==> config.mk <==
export PLATFORM = sky130hd
export DESIGN_NAME = booth_mul_arbiter
export DESIGN_NICKNAME = d
export VERILOG_FILES = /design/src/rtl/booth_mul_arbiter.sv
export SDC_FILE = /design/constraint.sdc
export NUM_CORES = 1
export LEC_CHECK = 0
export ABC_AREA = 1
export BUFFER_PORTS_ARGS = -buffer_cell sky130_fd_sc_hd__clkbuf_2
export CAP_MARGIN = 40
export CORE_ASPECT_RATIO = 1.1
export CORE_MARGIN = 5
export CORE_UTILIZATION = 49
export CTS_CLUSTER_SIZE = 10
export DETAILED_ROUTE_END_ITERATION = 8
export PLACE_DENSITY = 0.81
export SLEW_MARGIN = 20
export SYNTH_ARGS = -nofsm -noshare
export SYNTH_HDL_FRONTEND = slang
export SYNTH_SLANG_ARGS = --single-unit
export TNS_END_PERCENT = 1
==> constraint.sdc <==
create_clock -name clk -period 8.2 [get_ports clk]
set_input_delay 1.64 -clock clk [delete_from_list [all_inputs] [get_ports clk]]
set_output_delay 1.64 -clock clk [all_outputs]
set_load 0.03 [all_outputs]
==> src/rtl/booth_mul_arbiter.sv <==
// Shares one iterative signed 8x8 Booth radix-2 multiplier between two requesters.
// A grant is issued in the IDLE cycle, then CLEAR, LOAD, STEPS x RUN and CAPTURE follow,
// so rsp_valid first rises STEPS+4 cycles after the grant. The response is held until rsp_ack.
// Ports:
//   clk, rst                 - rising-edge clock, asynchronous active-high reset
//   req0/a0/b0, req1/a1/b1   - level requests with signed operands, held until granted
//   gnt0, gnt1               - one-cycle grant pulses (operands latched on that edge)
//   rsp_valid/rsp_id/rsp_product/rsp_ack - response channel, valid held until ack
//   mul_clr/mul_load/mul_step/mul_a/mul_b - control and operands to the Booth datapath
//   mul_done/mul_product     - datapath done flag and {A,Q} product
//   busy, err                - not-IDLE indicator, sticky "done was low at capture"
module booth_mul_arbiter #(
   parameter int STEPS = 8,
   parameter int CNT_W = 4
) (
   input  logic        clk,
   input  logic        rst,
   input  logic        req0,
   input  logic [7:0]  a0,
   input  logic [7:0]  b0,
   input  logic        req1,
   input  logic [7:0]  a1,
   input  logic [7:0]  b1,
   output logic        gnt0,
   output logic        gnt1,
   output logic        rsp_valid,
   output logic        rsp_id,
   output logic [15:0] rsp_product,
   input  logic        rsp_ack,
   output logic        mul_clr,
   output logic        mul_load,
   output logic        mul_step,
   output logic [7:0]  mul_a,
   output logic [7:0]  mul_b,
   input  logic        mul_done,
   input  logic [15:0] mul_product,
   output logic        busy,
   output logic        err
);

   typedef enum logic [2:0] {
      IDLE,
      CLEAR,
      LOAD,
      RUN,
      CAPTURE,
      RESP
   } state_t;

   state_t           state;
   state_t           state_nxt;
   logic [CNT_W-1:0] cnt;
   logic             last;
   logic             grant;
   logic             pick1;

   // Requester 1 wins when it is alone, or when both ask and requester 0 had
   // the previous grant. Grants are masked while reset is held so every output
   // reads zero during reset even if a request is already pending.
   always_comb begin
      pick1 = req1 && (!req0 || !last);
      grant = (state == IDLE) && (req0 || req1) && !rst;
   end

   always_ff @(posedge clk or posedge rst) begin
      if (rst) begin
         state <= IDLE;
      end else begin
         state <= state_nxt;
      end
   end

   always_comb begin
      state_nxt = state;
      gnt0      = 1'b0;
      gnt1      = 1'b0;
      mul_clr   = 1'b0;
      mul_load  = 1'b0;
      mul_step  = 1'b0;
      rsp_valid = 1'b0;
      busy      = (state != IDLE);
      case (state)
         IDLE: begin
            if (grant) begin
               gnt0      = !pick1;
               gnt1      = pick1;
               state_nxt = CLEAR;
            end
         end
         CLEAR: begin
            mul_clr   = 1'b1;
            state_nxt = LOAD;
         end
         LOAD: begin
            mul_load  = 1'b1;
            state_nxt = RUN;
         end
         RUN: begin
            mul_step = 1'b1;
            // cnt counts completed steps; the STEPS-th step is the last RUN cycle
            if (cnt == CNT_W'(STEPS - 1)) begin
               state_nxt = CAPTURE;
            end
         end
         CAPTURE: begin
            state_nxt = RESP;
         end
         RESP: begin
            rsp_valid = 1'b1;
            if (rsp_ack) begin
               state_nxt = IDLE;
            end
         end
         default: begin
            state_nxt = IDLE;
         end
      endcase
   end

   always_ff @(posedge clk or posedge rst) begin
      if (rst) begin
         mul_a       <= '0;
         mul_b       <= '0;
         rsp_id      <= 1'b0;
         rsp_product <= '0;
         err         <= 1'b0;
         cnt         <= '0;
         last        <= 1'b1;
      end else begin
         if (grant) begin
            mul_a  <= pick1 ? a1 : a0;
            mul_b  <= pick1 ? b1 : b0;
            last   <= pick1;
            rsp_id <= pick1;
         end
         if (state == LOAD) begin
            cnt <= '0;
         end else if (state == RUN) begin
            cnt <= cnt + 1'b1;
         end
         if (state == CAPTURE) begin
            rsp_product <= mul_product;
            if (!mul_done) begin
               err <= 1'b1;
            end
         end
      end
   end

endmodule

==> results of run 1 <==
## cell families (layout without fill, tap and decap cells)
kind of cell | after synthesis | count (layout) | synth area share (%)
AND/OR/NAND/NOR | 183 | 183 | 38.62
XOR/XNOR | 1 | 1 | 0.4426
buffers and inverters | 17 | 111 | 4.361
adder cells (fa/ha/maj) | 1 | 1 | 0.6320
AO/OA/AOI/OAI | 8 | 8 | 2.781
flip-flops | 42 | 42 | 53.16
## sequential cells by signal, summed over array words and instances, names as in the netlist
register and count:
rsp_product 16, mul_a 8, mul_b 8, cnt 4, state 3, err 1, last 1, rsp_id 1
## power breakdown
group	total (W)	leakage [nW]	switching (W)	internal, W
sequential	0.000386	0.519	0.0000808	0.000305
combinational	0.000523	0.975	0.000371	0.000152
clock	0.000130	0.0482	0.0000622	0.0000679
## per-layer routing
metal	vias to the layer above	part of all wire (%)	GRT usage (%)	routed length [µm]
met1	853	41	21.78	1941
met4	0	1.1	5.075	50
met2	68	51	30.62	2412
met5	-	0	0	0
li1	971	-	-	-
met3	4	6.7	3.922	318
## metrics by stage
step / std cells / hold WS [ns]
floorplan: 252 / 0.4854
global placement: 390 / 0.4563
detailed placement: 390 / 0.4597
CTS: 398 / 0.4770
global route: 398 / 0.4909
finish: 398 / 0.4741
## cell usage after synthesis (all sizes together)
library cell | number | area, µm²
nand2 | 141 | 536.8
o21a | 1 | 7.510
dfrtp | 41 | 1026
clkbuf | 3 | 11.26
a22o | 2 | 17.52
nand3b | 1 | 7.510
ha | 1 | 12.51
nor3 | 4 | 20.02
o21ai | 2 | 10.00
dfstp | 1 | 26.28
o21bai | 1 | 7.510
nand3 | 19 | 95.09
inv | 8 | 30.03
xor2 | 1 | 8.760
nor2 | 18 | 105.1
buf | 6 | 45.04
a31oi | 2 | 12.51
## critical path, delay by kind of cell
kind,cells,cell delay (ns)
AO/OA/AOI/OAI,1,0.29
buffers and inverters,5,0.98
AND/OR/NAND/NOR,2,0.45
## final timing paths
check / endpoint / slack (ns) / depth (start not counted) / start
max in group asynchronous: last / 6.38 / 3 / rst
worst max-delay path: gnt0 / 3.20 / 8 / rst
worst min register to register: rsp_product[2] / 0.47 / 2 / rsp_product[2]
worst max register to register: rsp_id / 6.42 / 6 / state[2]
worst min-delay path: rsp_product[2] / 0.47 / 2 / rsp_product[2]
min in group asynchronous: mul_a[2] / 1.46 / 3 / rst
## area by class of cell
| type | count | area, µm² |
|---|---|---|
| clock inverter | 1 | 5.005 |
| timing repair buffer | 95 | 478.0 |
| multi-input combinational | 193 | 840.8 |
| clock buffer | 7 | 86.33 |
| inverter | 8 | 30.03 |
| tap | 52 | 65.06 |
| sequential | 42 | 1052 |
| fill | 370 | 1376 |
==> results.cfg, run 1 <==
[outcome]
status = finished, final reports clean

[detailed_routing]
drc = 0
vias = 1896
drtIter0Drc = 142
vias_per_cell = 4.764
drt_first_pass_iters = 4
wl_per_cell_um = 11.86
ant_nets = 0
routed_wl_um = 4722

[worst_setup_path]
cpMostUsedCell = clkbuf_2
crit_fanout = 43
arrival_ns = 3.36
crit_chain = clkbuf_2, clkinv_1, buf_4, o21ai_1, nor2_8, inv_2, nor2_2, clkbuf_2
required_ns = 6.56
startpoint_type = input port
critPathCaptureType = output port
crit_type = in2out
crit_slowest_cell = buf_4
cpPeakStageDelay_ns = 0.42

[timing]
hold_viol = 0
finalCriticalPeriod_ns = 4.997
post-route-period-util_pct = 60.94
maxSlewHeadroom_pct = 51.86
fmaxAchievable_ghz = 0.2001
clock_skew_ns = 0.003151
setup_viol_count_final = 0
worst-slew-pin-transition_ns = 0.7221
fin_ws_ns = 3.203
tns_ns = 0
slew_viol_final = 0
grt_setup_unrepaired = no

[placed_design]
gp_congestion = 0.7664
port_buffers = 94
place_hpwl_um = 3663
dpl_cell_area_mm2 = 0.002466
pre_cts_slack_ns = 3.137

[floorplanning]
rows = 24
die-area_mm2 = 0.005412
start_util_pct = 50.32
dieWidth_um = 70.60
die_y_um = 76.66
core_mm2 = 0.003934
pin_count = 95

[clocking]
cts_inserted_buffers = 5
cts_tree = built
cts_buffer_depth = 2
ctsResizeCount = 0
worst_skew_pair.late_latency_ns = 0.28
cts_hold_buf = 0
cts_num_sinks = 42
htree_levels = 2
post-cts-setup-buffers = 0
cts_root_buffer = clkbuf_8
clk_pin_slew_ns = 0.07

[pwr]
vdd_drop_max_mv = 0.1931
leakage_nw = 1.542
p_total_w = 0.001039
powerDensity_mw_per_mm2 = 406.2

[job]
cap_violations = 0

[final_layout]
stdcell_area_mm2 = 0.002557
utilization_pct = 65.01
final_common_cell = nand2_1
areaGrowthSynthToFinish_pct = 29.20
num_antenna_cells = 0
layout_common_cells = nand2_1 (140), clkbuf_2 (94), dfrtp_1 (41)
nets = 400
drive_gt1_share_pct = 32.08

[yosys]
yosysWarningCount = 0
ys_types = 24
seq_area_frac_synth_pct = 53.16
avgSynthCellArea_um2 = 7.855
netlist_area_mm2 = 0.001979
synthCells = 252
synth-seq-cells = 42
syn_nets = 307

[min_path]
hold_class = reg2reg

[global_route]
grt_pass1_vias = 1809
grt_use_total_pct = 17.59
antenna_found_initial = 0
overflow = 0
grt_max_degree = 44
grt_pass1_wl_um = 7907
Note: power is estimated with default switching activity, not from simulation.
==> inputs of run 2 (changes only) <==
Settings changed: CORE_UTILIZATION 49 to 46, PLACE_DENSITY 0.81 to 0.77.
Clock period 8.2 ns to 4.65 ns, I/O delays scaled along.
==> results.cfg, run 2 (synthesized netlist as in run 1, its figures left out) <==
[pwr]
powerDensity_mw_per_mm2 = 720.3
pwr-share-seq_pct = 36.3
clkPwrFrac_pct = 14.5
p_total_w = 0.001863
p_sw_w = 0.0009063
vdd_drop_max_mv = 0.2653
power.share.combinational_pct = 49.3
swShare_pct = 48.65
internal-power_w = 0.0009567
leakage_nw = 1.559

[worst_setup_path]
r2r_end = rsp_id
critPathCaptureType = output port
crit_type = reg2out
required_ns = 3.72
rrSetupSlack_ns = 2.87
r2r_start = state[2]
crit_slowest_cell = dfrtp_1
cpMostUsedCell = inv_2
crit_chain = inv_2, nand2_4, nor2_8, inv_2, nor2_2, clkbuf_2
cpPeakStageDelay_ns = 0.63
arrival_ns = 2.15
crit_fanout = 22
reg2reg_depth = 6
startpoint_type = register

[final_layout]
layout_common_cells = nand2_1 (140), clkbuf_2 (94), dfrtp_1 (41)
final_common_cell = nand2_1
regMostFlops = rsp_product
largest_reg_flops = 16
areaGrowthSynthToFinish_pct = 30.66
nets = 401
num_antenna_cells = 0
final_cells = 401
drive_gt1_share_pct = 32.85
utilization_pct = 61.24
reg.largest.list = rsp_product: 16 flops, mul_a: 8 flops, mul_b: 8 flops
fill_cells = 406

[min_path]
holdPathEnd = rsp_product[10]
hold_class = reg2reg
min_from = rsp_product[10]
holdPathStages = 2

[placed_design]
port_buffers = 94
place_hpwl_um = 3732
gp_congestion = 0.8235
place_inst = 393

[floorplanning]
dieWidth_um = 72.55
start_util_pct = 46.87
core_mm2 = 0.004223
pin_count = 95
rows = 25
die_y_um = 78.80
die-area_mm2 = 0.005717

[timing]
tns_ns = 0
clock_skew_ns = 0.005021
grt_setup_unrepaired = no
maxSlewHeadroom_pct = 55.89
hold_viol = 0
worst-slew-pin-transition_ns = 0.6617
finalCriticalPeriod_ns = 3.081
holdWs_ns = 0.4732
post-route-period-util_pct = 66.25
fmaxAchievable_ghz = 0.3246
slew_viol_final = 0
setup_viol_count_final = 0

[clocking]
htree_levels = 2
cts_inserted_buffers = 5
cts_num_sinks = 42
cts_root_buffer = clkbuf_8
clk_pin_slew_ns = 0.08
post-cts-setup-buffers = 0
cts_buffer_depth = 2
cts_tree = built
cts_hold_buf = 0
worst_skew_pair.late_latency_ns = 0.29
ctsResizeCount = 0

[detailed_routing]
drtIter0Drc = 94
routed_wl_um = 4818
wl_per_cell_um = 12.01
vias = 1882
vias_per_cell = 4.693
drc = 0
ant_nets = 0
drt_first_pass_iters = 4

[global_route]
grt_pass1_wl_um = 7866
overflow = 0
antenna_found_initial = 0
grt_max_degree = 43
grt_pass1_vias = 1803
grt_use_total_pct = 17.46

[job]
cap_violations = 0

[outcome]
status = finished, final reports clean
## run 2: cell types whose count changed in the layout (fill, tap and decap cells not counted)
cell,delta
buf_4,+1
inv_2,+1
clkinv_1,-1
clkinv_2,-1
clkbuf_8,+2
clkbuf_1,-1
## run 2: worst max-delay path: cells and delay by family, from the launching register on
kind | cells | cell delay [ns]
flip-flops | 1 | 0.63
buffers and inverters | 3 | 0.67
AND/OR/NAND/NOR | 3 | 0.55
## run 2: power groups by stage
stage | registers (W) | logic [W] | clock network, W
2_1_floorplan | 0.000911 | 0.000442 | 0
3_3_place_gp | 0.000677 | 0.000916 | 0
3_5_place_dp | 0.000682 | 0.000930 | 0
4_1_cts | 0.000677 | 0.000931 | 0.000277
5_1_grt | 0.000699 | 0.00101 | 0.000290
6_report | 0.000676 | 0.000918 | 0.000269
## run 2: cell type report
class / count / area [µm²] / area share [%]
clock buffers: 8 / 110.1 / 4.257
inverters: 8 / 30.03 / 1.161
multi-input cells: 193 / 840.8 / 32.51
flip-flops and latches: 42 / 1052 / 40.69
well taps: 54 / 67.56 / 2.612
repair buffers: 96 / 485.5 / 18.77
## run 2: through the flow
step | instance area [µm²] | worst slack, ns
floorplan | 1979 | 0.6198
global placement | 2476 | 1.627
detailed placement | 2476 | 1.583
CTS | 2586 | 1.555
global route | 2586 | 1.411
finish | 2586 | 1.569
## run 2: worst max path at each step
stage	from	endpoint	slack, ns	depth (start not counted)
6_report	state[2]	gnt0	1.57	6
5_1_grt	state[2]	gnt0	1.41	6
4_1_cts	state[2]	gnt0	1.56	6
3_5_place_dp	rst	gnt0	1.58	7
3_3_place_gp	rst	gnt0	1.63	7
2_1_floorplan	rst	gnt1	0.62	6
## run 2: metal layers
metal / vias to the layer above / global-route usage (%) / wire length, µm
met1: 845 / 20.34 / 1989
met3: 9 / 4.177 / 333
met5: - / 0 / 0
li1: 972 / - / -
met2: 56 / 29.69 / 2382
met4: 0 / 8.487 / 112
==> inputs of run 3 (changes only) <==
Settings changed: CORE_UTILIZATION 46 to 41, PLACE_DENSITY 0.77 to 0.72.
Clock period 4.65 ns to 2.81 ns, I/O delays scaled along.
==> results.cfg, run 3 (synthesized netlist as in run 1, its figures left out) <==
[clocking]
cts_root_buffer = clkbuf_8
cts_hold_buf = 0
cts_num_sinks = 42
post-cts-setup-buffers = 0
clk_pin_slew_ns = 0.08
cts_inserted_buffers = 5
htree_levels = 2
cts_buffer_depth = 2
cts_tree = built
ctsResizeCount = 0
worst_skew_pair.late_latency_ns = 0.29

[detailed_routing]
drc = 0
drtIter0Drc = 107
vias = 1917
wl_met2_um = 2502
drt_first_pass_iters = 4
wl_per_cell_um = 12.42
routed_wl_um = 5041
wl_met3_um = 334
met1Wirelength_um = 2112
ant_nets = 0
vias_per_cell = 4.722
highest_layer = met4

[final_layout]
nets = 404
num_antenna_cells = 0
drive_gt1_share_pct = 33.14
layout_common_cells = nand2_1 (140), clkbuf_2 (94), dfrtp_1 (41)
final_common_cell = nand2_1
regMostFlops = rsp_product
largest_reg_flops = 16
areaGrowthSynthToFinish_pct = 30.72
reg.largest.list = rsp_product: 16 flops, mul_a: 8 flops, mul_b: 8 flops

[worst_setup_path]
arrival_ns = 1.90
crit_fanout = 19
r2r_end = rsp_id
critPathCaptureType = output port
rrSetupSlack_ns = 1.28
crit_type = reg2out
startpoint_type = register
reg2reg_depth = 6
r2r_start = state[1]
required_ns = 2.25

[timing]
maxSlewHeadroom_pct = 63.96
finalCriticalPeriod_ns = 2.459
clock_skew_ns = 0.009363
post-route-period-util_pct = 87.52
hold_viol = 0
slew_viol_final = 0
setup_viol_count_final = 0
grt_setup_unrepaired = no
holdWs_ns = 0.4436
worst-slew-pin-transition_ns = 0.5393
fmaxAchievable_ghz = 0.4066
tns_ns = 0

[pwr]
leakage_nw = 1.557
powerDensity_mw_per_mm2 = 1182
vdd_drop_max_mv = 0.4961

[placed_design]
place_hpwl_um = 3737
port_buffers = 94
gp_congestion = 0.7520

[floorplanning]
start_util_pct = 42.55
die-area_mm2 = 0.006319
pin_count = 95
core_mm2 = 0.004652
dieWidth_um = 76.25
rows = 26
die_y_um = 82.88

[global_route]
grt_pass1_wl_um = 8728
grt_use_total_pct = 16.55
antenna_found_initial = 0
grt_pass1_vias = 1958
overflow = 0
grt_max_degree = 43

[min_path]
hold_class = in2async

[job]
cap_violations = 0

[outcome]
status = finished, final reports clean
-- run 3: critical path, stage by stage, from the launching register on --
cell,delay [ns]
dfrtp_1,0.50
nor2_8,0.16
nand2_4,0.10
nor2_8,0.26
inv_2,0.20
nor2_2,0.16
clkbuf_2,0.23
-- run 3: report_power, final --
group          internal (W)  switching (W)
Combinational      0.000475        0.00113
Clock              0.000172       0.000198
Sequential         0.000890       0.000190
-- run 3: how the worst max path moves through the flow --
stage,start,end,slack [ns],cells past startpoint
after CTS,state[1],gnt0,0.13,6
after detailed placement,state[1],gnt0,0.45,6
final,state[1],gnt0,0.35,6
after global routing,state[1],gnt0,0.18,6
after floorplan,rst,gnt1,0.07,6
after global placement,state[1],gnt0,0.48,6
-- run 3: layout make-up --
class                           count  area, µm²
Clock inverter                      2      10.01
Clock buffer                        6      72.57
Tap cell                           56      70.07
Fill cell                         438       2064
Timing Repair Buffer               99      508.0
Inverter                            8      33.78
Multi-Input combinational cell    193      840.8
Sequential cell                    42       1052
-- run 3: layer usage --
layer	GRT usage [%]	vias to the layer above
li1	-	974
met1	19.28	881
met2	27.73	54
met3	5.628	8
met4	6.677	0
met5	0	-
-- run 3: metrics by stage --
step | total power (W) | util [%] | cell area [µm²] | std cells | setup slack (ns)
2_1_floorplan | 0.002240 | - | 1983 | 252 | 0.07497
3_3_place_gp | 0.002662 | 53.52 | 2490 | 396 | 0.4763
3_5_place_dp | 0.002694 | 53.52 | 2490 | 396 | 0.4531
4_1_cts | 0.003074 | 55.30 | 2572 | 404 | 0.1265
5_1_grt | 0.003311 | 55.62 | 2587 | 406 | 0.1833
6_report | 0.003059 | 55.62 | 2587 | 406 | 0.3506
